`config.mk`:
```
export PLATFORM = sky130hd
export DESIGN_NAME = instr_fetch_seq
export DESIGN_NICKNAME = d
export VERILOG_FILES = /design/src/rtl/ifu_pkg.sv /design/src/rtl/instr_rom.sv /design/src/rtl/instr_fetch_seq.sv
export SDC_FILE = /design/constraint.sdc
export NUM_CORES = 2
export LEC_CHECK = 0
export ABC_AREA = 1
export BUFFER_PORTS_ARGS = -buffer_cell sky130_fd_sc_hd__buf_2
export CAP_MARGIN = 20
export CORE_ASPECT_RATIO = 0.75
export CORE_MARGIN = 10
export CORE_UTILIZATION = 45
export CTS_BUF_LIST = sky130_fd_sc_hd__clkbuf_8
export DETAILED_ROUTE_END_ITERATION = 10
export GPL_ROUTABILITY_DRIVEN = 0
export PLACE_DENSITY_LB_ADDON = 0.15
export SLEW_MARGIN = 20
export SYNTH_ARGS = -nofsm -noshare
export SYNTH_HDL_FRONTEND = slang
export SYNTH_SLANG_ARGS = --single-unit
```
`constraint.sdc`:
```
create_clock -name clock -period 7.4 [get_ports clock]
set_input_delay 1.11 -clock clock [delete_from_list [all_inputs] [get_ports clock]]
set_output_delay 1.11 -clock clock [all_outputs]
set_load 0.1 [all_outputs]
```
`src/rtl/ifu_pkg.sv`:
```
// ----------------------------------------------------------------------------
// ifu_pkg
// Shared definitions for the instruction fetch sequencer that feeds mipscpu:
// the opcode constants it decodes, the halt sentinel word, the sequencer
// state encoding and a small helper used to size the hold counter.
// ----------------------------------------------------------------------------
package ifu_pkg;

    localparam logic [5:0]  OP_RTYPE  = 6'd0;
    localparam logic [5:0]  OP_J      = 6'd2;
    localparam logic [5:0]  OP_BEQ    = 6'd4;
    localparam logic [5:0]  OP_LW     = 6'd35;
    localparam logic [5:0]  OP_SW     = 6'd43;

    localparam logic [31:0] HALT_WORD = 32'hFFFF_FFFF;

    typedef enum logic [2:0] {
        IDLE,
        FETCH,
        ISSUE,
        EXEC,
        HALT
    } ifu_state_t;

    function automatic int unsigned max3(input int unsigned a,
                                         input int unsigned b,
                                         input int unsigned c);
        int unsigned m;
        m = a;
        if (b > m) m = b;
        if (c > m) m = c;
        return m;
    endfunction

endpackage

```
`src/rtl/instr_rom.sv`:
```
// ----------------------------------------------------------------------------
// instr_rom
// DEPTH x 32 instruction memory with one write port (program load) and one
// synchronous read port. The array itself is never reset, so a program
// survives a sequencer reset; only the registered read data is cleared.
//
// Ports:
//   clock  - rising-edge clock
//   reset  - asynchronous active-low reset (clears rdata only)
//   we     - write strobe, waddr/wdata written on the rising edge
//   re     - read enable, rdata <= mem[raddr] on the rising edge
//   rdata  - registered read data, held while re is low
// ----------------------------------------------------------------------------
module instr_rom #(
    parameter int unsigned DEPTH = 64,
    parameter int unsigned AW    = $clog2(DEPTH)
) (
    input  logic          clock,
    input  logic          reset,
    input  logic          we,
    input  logic [AW-1:0] waddr,
    input  logic [31:0]   wdata,
    input  logic          re,
    input  logic [AW-1:0] raddr,
    output logic [31:0]   rdata
);

    logic [31:0] mem [DEPTH];

    always_ff @(posedge clock) begin
        if (we) begin
            mem[waddr] <= wdata;
        end
    end

    always_ff @(posedge clock or negedge reset) begin
        if (!reset) begin
            rdata <= '0;
        end else if (re) begin
            rdata <= mem[raddr];
        end
    end

endmodule

```
`src/rtl/instr_fetch_seq.sv`:
```
// ----------------------------------------------------------------------------
// instr_fetch_seq
// Upstream fetch stage for mipscpu. Holds the PC and instruction memory,
// presents one instruction word at a time with a one-cycle newinstr pulse,
// keeps it stable for as many cycles as mipscpu needs for that opcode and
// then steps the PC (sequential, beq, j).
//
// Ports:
//   clock, reset      - rising-edge clock, asynchronous active-low reset
//   run               - 1 = execute, 0 = stop after the current instruction
//   regs_equal        - datapath compare, sampled on the last beq hold cycle
//   load_en/addr/data - imem write port, honoured only in IDLE/HALT
//   instrword         - current instruction
//   newinstr          - high for the single cycle a new instrword appears
//   pc                - byte address of the current instruction
//   busy, halted      - FETCH/ISSUE/EXEC, HALT
//   retire_count      - only with IFU_RETIRE_CNT_EN: saturating count of
//                       completed instructions (halt word not counted)
// ----------------------------------------------------------------------------
module instr_fetch_seq #(
    parameter int unsigned IMEM_DEPTH   = 64,
    parameter int unsigned RTYPE_CYCLES = 4,
    parameter int unsigned MEM_CYCLES   = 5,
    parameter int unsigned BR_CYCLES    = 2
) (
    input  logic                          clock,
    input  logic                          reset,
    input  logic                          run,
    input  logic                          regs_equal,
    input  logic                          load_en,
    input  logic [$clog2(IMEM_DEPTH)-1:0] load_addr,
    input  logic [31:0]                   load_data,
    output logic [31:0]                   instrword,
    output logic                          newinstr,
    output logic [31:0]                   pc,
    output logic                          busy,
    output logic                          halted
`ifdef IFU_RETIRE_CNT_EN
    ,
    output logic [31:0]                   retire_count
`endif
);

    import ifu_pkg::*;

    localparam int unsigned AW    = $clog2(IMEM_DEPTH);
    localparam int unsigned CNT_W = $clog2(max3(RTYPE_CYCLES, MEM_CYCLES, BR_CYCLES) + 1);

    ifu_state_t       state, state_nxt;
    logic [CNT_W-1:0] cnt, cnt_load;
    logic [31:0]      pc4, br_off, pc_nxt;
    logic [5:0]       opcode;
    logic             exec_last;
    logic             rom_we;

    assign opcode    = instrword[31:26];
    assign exec_last = (state == EXEC) && (cnt == CNT_W'(1));
    assign rom_we    = load_en && ((state == IDLE) || (state == HALT));

    // instrword is the ROM's registered read port, loaded on the FETCH edge,
    // so it becomes valid exactly in ISSUE and holds until the next FETCH.
    instr_rom #(
        .DEPTH (IMEM_DEPTH),
        .AW    (AW)
    ) u_rom (
        .clock (clock),
        .reset (reset),
        .we    (rom_we),
        .waddr (load_addr),
        .wdata (load_data),
        .re    (state == FETCH),
        .raddr (pc[AW+1:2]),
        .rdata (instrword)
    );

    always_ff @(posedge clock or negedge reset) begin
        if (!reset) begin
            state <= IDLE;
        end else begin
            state <= state_nxt;
        end
    end

    always_comb begin
        state_nxt = state;
        newinstr  = 1'b0;
        busy      = 1'b0;
        halted    = 1'b0;
        case (state)
            IDLE: begin
                if (run) state_nxt = FETCH;
            end
            FETCH: begin
                busy      = 1'b1;
                state_nxt = ISSUE;
            end
            ISSUE: begin
                busy      = 1'b1;
                newinstr  = 1'b1;
                state_nxt = (instrword == HALT_WORD) ? HALT : EXEC;
            end
            EXEC: begin
                busy = 1'b1;
                if (cnt == CNT_W'(1)) state_nxt = run ? FETCH : IDLE;
            end
            HALT: begin
                halted = 1'b1;
            end
            default: state_nxt = IDLE;
        endcase
    end

    always_comb begin
        cnt_load = CNT_W'(1);
        case (opcode)
            OP_RTYPE:     cnt_load = CNT_W'(RTYPE_CYCLES);
            OP_LW, OP_SW: cnt_load = CNT_W'(MEM_CYCLES);
            OP_BEQ:       cnt_load = CNT_W'(BR_CYCLES);
            default:      cnt_load = CNT_W'(1);
        endcase
    end

    always_comb begin
        pc4    = pc + 32'd4;
        br_off = {{14{instrword[15]}}, instrword[15:0], 2'b00};
        pc_nxt = pc4;
        if (opcode == OP_J) begin
            pc_nxt = {pc4[31:28], instrword[25:0], 2'b00};
        end else if ((opcode == OP_BEQ) && regs_equal) begin
            pc_nxt = pc4 + br_off;
        end
    end

    always_ff @(posedge clock or negedge reset) begin
        if (!reset) begin
            cnt <= '0;
            pc  <= '0;
        end else begin
            if (state == ISSUE) begin
                cnt <= cnt_load;
            end else if (state == EXEC) begin
                cnt <= cnt - CNT_W'(1);
            end
            if (exec_last) begin
                pc <= pc_nxt;
            end
        end
    end

`ifdef IFU_RETIRE_CNT_EN
    always_ff @(posedge clock or negedge reset) begin
        if (!reset) begin
            retire_count <= '0;
        end else if (exec_last && (retire_count != '1)) begin
            retire_count <= retire_count + 32'd1;
        end
    end
`endif

endmodule

```
Yosys cells after proc, flatten, opt, wreduce, memory -nomap -nowiden
Memories as Yosys holds them, arrays and structs flattened. A register that Yosys moved wholly into a read port is not among the register bits.
Cells that the tools add are included.
{"block": "op_classes", "reduce_logical": 11, "mux": 15, "add_sub_neg": 3, "n_eq_ne": 12, "bitwise_logic": 1}
{"operator": "$mux W32", "count": 2}
{"operator": "$add A32 B3 Y32 const B", "count": 1}
{"operator": "$add A32 B32 Y32", "count": 1}
{"operator": "$eq A32 B32 Y1 const B", "count": 1}
{"operator": "$mux W3", "count": 5}
{"operator": "$pmux W3 S5", "count": 1}
{"operator": "$eq A6 B6 Y1 const B", "count": 2}
{"operator": "$pmux W3 S3", "count": 1}
{"operator": "$eq A3 B1 Y1 const B", "count": 2}
{"operator": "$eq A3 B2 Y1 const B", "count": 2}
{"operator": "$eq A6 B2 Y1 const B", "count": 1}
{"operator": "$eq A6 B3 Y1 const B", "count": 1}
{"operator": "$logic_not A6 Y1", "count": 1}
{"operator": "$mux W1", "count": 6}
{"operator": "$eq A3 B3 Y1 const B", "count": 1}
{"operator": "$logic_and A1 B1 Y1", "count": 3}
{"operator": "$logic_not A3 Y1", "count": 1}
{"operator": "$reduce_and A3 Y1", "count": 1}
{"operator": "$reduce_or A3 Y1", "count": 1}
{"operator": "$sub A3 B1 Y3 const B", "count": 1}
{"operator": "$ne A2 B1 Y1 const B", "count": 1}
{"operator": "$ne A2 B2 Y1 const B", "count": 1}
{"operator": "$reduce_bool A2 Y1", "count": 1}
{"operator": "$reduce_or A2 Y1", "count": 1}
{"operator": "other kinds (3)", "count": 3}
{"block": "word_totals", "in_bits": 43, "word_cells": 46, "ff_bits": 38, "output_inout_bits": 67, "mem_count": 1, "mem_bits_rw": 2048}
{"memory": "u_rom.mem", "words": 64, "width": 32, "rd": 1, "rd_ports_with_merged_regs": 1, "write_ports": 1, "line": "instr_rom.sv:28", "source": "logic [31:0] mem [DEPTH];"}

Depth between registers and ports, before layout
{"block": "logic_depth", "word_depth": 5, "ltp_mapped": 23, "mapped_depth_nobuf": 22}

By module
From an unflattened synthesis, not the netlist that was laid out.
{"block": "hier_totals", "cells_unflattened": 7695, "hier_area_um2": 88457.3}
{"module": "instr_rom", "cells_per_inst": 6757, "seq_area_each_um2": 62299.8, "area_per_inst_um2": 83174.8, "n_inst": 1}
{"module": "instr_fetch_seq", "cells_per_inst": 938, "seq_area_each_um2": 900.9, "area_per_inst_um2": 5282.6, "n_inst": 1}

Least setup slack after synthesis
No wires, ideal clock.
{"block": "synth_path", "path_kind": "input-to-reg", "start": "in load_en", "end": "mem u_rom.mem[10][0] (enable)", "t_required_ps": 6979, "arrival_time_ps": 3157, "n_path_buf": 0, "path_slack_ps": 3822, "setup_ps": 421, "cell_stages": 4, "cell_sequence": "inv_1 nor2_1 nand4_1 nor2_1"}
{"block": "synth_between", "elab_chain_len": 3}
{"item": "start, declared", "line": "instr_fetch_seq.sv:30", "source": "input logic load_en,"}
{"item": "$logic_and A1 B1 Y1", "line": "instr_fetch_seq.sv:58", "source": "assign rom_we = load_en && ((state == IDLE) || (state == HALT));"}
{"item": "$mux W1", "line": "instr_rom.sv:31", "source": "if (we) begin"}
{"item": "$mux W1 (implied by the code)", "line": "instr_rom.sv:32", "source": "mem[waddr] <= wdata;"}
{"item": "end, declared", "line": "instr_rom.sv:28"}
Every way passes these cells.

Final worst setup path
{"block": "layout_path", "start": "reg pc[3]", "end": "reg pc[22]"}
{"block": "layout_between", "elab_chain_len": 4}
{"item": "start, declared", "line": "instr_fetch_seq.sv:35", "source": "output logic [31:0] pc,"}
{"item": "start signal, assigned", "line": "instr_fetch_seq.sv:145", "source": "pc <= pc_nxt;"}
{"item": "$add A32 B3 Y32 (*)", "line": "instr_fetch_seq.sv:124", "source": "pc4 = pc + 32'd4;"}
{"item": "$add A32 B32 Y32", "line": "instr_fetch_seq.sv:130", "source": "pc_nxt = pc4 + br_off;"}
{"item": "$mux W32 (*)", "line": "instr_fetch_seq.sv:129", "source": "end else if ((opcode == OP_BEQ) && regs_equal) begin"}
{"item": "$mux W32 (*)", "line": "instr_fetch_seq.sv:127", "source": "if (opcode == OP_J) begin"}
Every way passes the cells marked *; elsewhere a longest branch is shown, timed or not.
A chain may end at the register's enable or synchronous reset.

==> impl_metrics.env <==
export IMPL_antenna_found_initial=21
export IMPL_synth_area_um2=88000
export IMPL_yosys_area_top_type_share_pct=69.9
export IMPL_finalSetupViolations=0
export IMPL_port_buffers=107
export IMPL_crit_top_cell="nand2_1"
export IMPL_max_cap_violations=0
export IMPL_cp_startpoint="pc[3]"
export IMPL_skew_ns=0.0707
export IMPL_grt_overflow_total=0
export IMPL_postCtsSetupRepairBufs=0
export IMPL_ys_types=44
export IMPL_fmax_mhz=242
export IMPL_setup_worst_path_class="reg -> reg"
export IMPL_end_kind="flop"
export IMPL_ctsResizeCount=0
export IMPL_ys_top_cells_by_area="edfxtp_1, nand3_1, nand2_1"
export IMPL_worst_slew_pin_slew_ns=1.10
export IMPL_synth_area_per_cell_um2=11.6
export IMPL_syn_inst=7619
export IMPL_fin_total_pwr_mw=37.7
export IMPL_die_width_um=531
export IMPL_arrival_ns=5.05
export IMPL_dr_pass1_iters=7
export IMPL_critPathMaxStageDelay_ns=1.04
export IMPL_power_leakage_nw=35.4
export IMPL_root_buffer="clkbuf_8"
export IMPL_drive_gt1_share_pct=9.51
export IMPL_hold_viol=0
export IMPL_final_cell_mix="edfxtp_1, nand2_1, nand3_1, inv_1, clkbuf_8"
export IMPL_synth_seq_cells=2116
export IMPL_num_rows=140
export IMPL_powerDensity_nw_per_um2=386
export IMPL_preCtsSetupSlack_ns=3.33
export IMPL_num_vias=60900
export IMPL_crit_chain="ha_1 -> nand2_1 -> nor3_2 -> inv_1 -> nor2_1 -> xor2_1 -> inv_1 -> ha_1 -> nand2_1 -> inv_1 -> nand2_1 -> nor2_1 -> nand3_1 -> nand3_1 -> nand2_1 -> nand3_1 -> nand3_1 -> nand2_1 -> inv_1"
export IMPL_grt_setup_unrepaired="no"
export IMPL_cp_top_family="simple AND/OR/NAND/NOR gates"
export IMPL_critPathBufInv=4
export IMPL_dieArea_um2=214000
export IMPL_period_share_pct=55.9
export IMPL_dp_cells=9983
export IMPL_relSlewSlack_pct=26.8
export IMPL_grt_usage_pct=25.5
export IMPL_fin_ws_ns=3.26
export IMPL_grt_start_max_net_pins=199
export IMPL_hp_class="in -> reg"
export IMPL_routedWlPerCell_um=26.6
export IMPL_synth_flop_cell="edfxtp_1"
export IMPL_peakVddDrop_uv=345
export IMPL_report_final_slew_viol_count=0
export IMPL_rr_startpoint="pc[3]"
export IMPL_fin_tns_setup_ns=0
export IMPL_synthArstFlopShare_pct=3.21
export IMPL_drc=0
export IMPL_ys_seq_area_share_pct=71.8
export IMPL_routed_wl_mm=281
export IMPL_clk_pin_slew_ns=0.07
export IMPL_fillers=17300
export IMPL_coreArea_um2=194000
export IMPL_start_util_pct=45.3
export IMPL_insertion_delay_ns=1.06
export IMPL_outcome="complete, no violations"
export IMPL_cpMaxStageDelayCell="dfrtp_4"
export IMPL_die_h_um=403
export IMPL_ios=110
export IMPL_antenna_left=0
export IMPL_grt_pass1_wl_mm=405
export IMPL_syn2layout_area_growth_pct=10.7
export IMPL_post_route_util_pct=50.1
export IMPL_yosysWarnings=0
export IMPL_cts_sinks=2116
export IMPL_layout_nets=7853
export IMPL_hpwl_mm=150
export IMPL_cts_max_path_buffers=4
export IMPL_routed_via_density=5.75
export IMPL_cts_htree_levels=5
export IMPL_startpoint_type="flop"
export IMPL_cts_tree="done"
export IMPL_hp_start="run"
export IMPL_cts_hold_buf=1
export IMPL_layout_commonest_cell="edfxtp_1"
export IMPL_synth_edff_count=2048
export IMPL_required_ns=8.31
export IMPL_min_period_ns=4.14
export IMPL_yosysTopAreaCell="edfxtp_1"
export IMPL_grt_pass1_vias=57100
export IMPL_cts_made_buffers=341
export IMPL_drt_iter0_markers=8410
export IMPL_fin_cells=10600
export IMPL_cp_max_fo=66
per-layer routing:
layer	track usage (%)	vias to the layer above	wire [µm]
li1	-	27300	-
met3	5.52	462	28900
met4	7.08	8	7220
met1	38.8	30100	124000
met2	36.9	3016	121000
met5	0	-	46
worst min-delay path: stages:
cell     delay, ns
buf_2         0.09
nand2_1       0.05
nand3_1       0.07
nand2_1       0.05
nand2_1       0.05
cell families (layout without fill, tap and decap cells):
| kind of cell | count (synthesis) | count (layout) | synth area share, % |
|---|---|---|---|
| simple gates | 4202 | 4202 | 20.7 |
| fa+ha+maj | 39 | 39 | 0.563 |
| compound gates | 478 | 478 | 2.83 |
| buf+inv | 755 | 1162 | 3.83 |
| flops | 2116 | 2116 | 71.8 |
| xor+xnor | 28 | 28 | 0.279 |
| other cells | 1 | 15 | 0.00426 |
cell type report:
class	instances	area, µm²	share of cell area [%]
Timing Repair Buffer	274	1990	2.05
Multi-Input combinational cell	4749	22000	22.5
Tap cell	2556	3200	3.28
Antenna cell	13	32.5	0.0334
Sequential cell	2116	63200	64.9
Clock buffer	355	4890	5.01
Inverter	289	1120	1.15
Clock inverter	244	1060	1.09
synth_stat cells, types with 3 or more instances:
| cell type | n |
|---|---|
| a21oi_1 | 183 |
| or2_2 | 5 |
| xor2_1 | 26 |
| buf_1 | 74 |
| o221ai_1 | 4 |
| clkbuf_2 | 3 |
| inv_2 | 4 |
| o21ai_0 | 229 |
| buf_2 | 204 |
| o21bai_1 | 3 |
| nand3b_1 | 4 |
| nand3_1 | 1848 |
| nor3_1 | 16 |
| inv_1 | 283 |
| nand4_1 | 23 |
| nand2_1 | 2047 |
| o21ai_1 | 8 |
| edfxtp_1 | 2048 |
| ha_1 | 38 |
| buf_4 | 64 |
| and2_1 | 3 |
| o22ai_1 | 40 |
| dfrtp_1 | 68 |
| a21o_1 | 3 |
| buf_6 | 5 |
| nor2_1 | 248 |
| clkbuf_1 | 116 |
registers in the layout (all words and copies together) (netlist names):
name / count
cnt: 3
u_rom.rdata: 32
state: 3
u_rom.mem: 2048
pc: 30
through the flow:
stage	hold WS (ns)	cell area [µm²]
global route	0.469	97500
global placement	0.485	91500
finish	0.466	97500
detailed placement	0.493	91500
CTS	0.388	97400
floorplan	0.459	88000
report_power, final:
| group | internal (mW) | switching, mW | leakage, nW |
|---|---|---|---|
| sequential | 13.4 | 0.719 | 19.2 |
| clock | 4.53 | 4.65 | 3.46 |
| combinational | 3.50 | 10.9 | 12.7 |
path summary, 6_finish.rpt:
path | endpoint | slack [ns] | depth (start not counted)
min in group asynchronous | pc[15] | 0.55 | 2
max | pc[22] | 3.26 | 19
min reg2reg | cnt[1] | 0.51 | 2
max in group asynchronous | pc[6] | 5.40 | 3
max reg2reg | pc[22] | 3.26 | 19
min | state[0] | 0.47 | 5
Power figures use the tool's default switching activity.
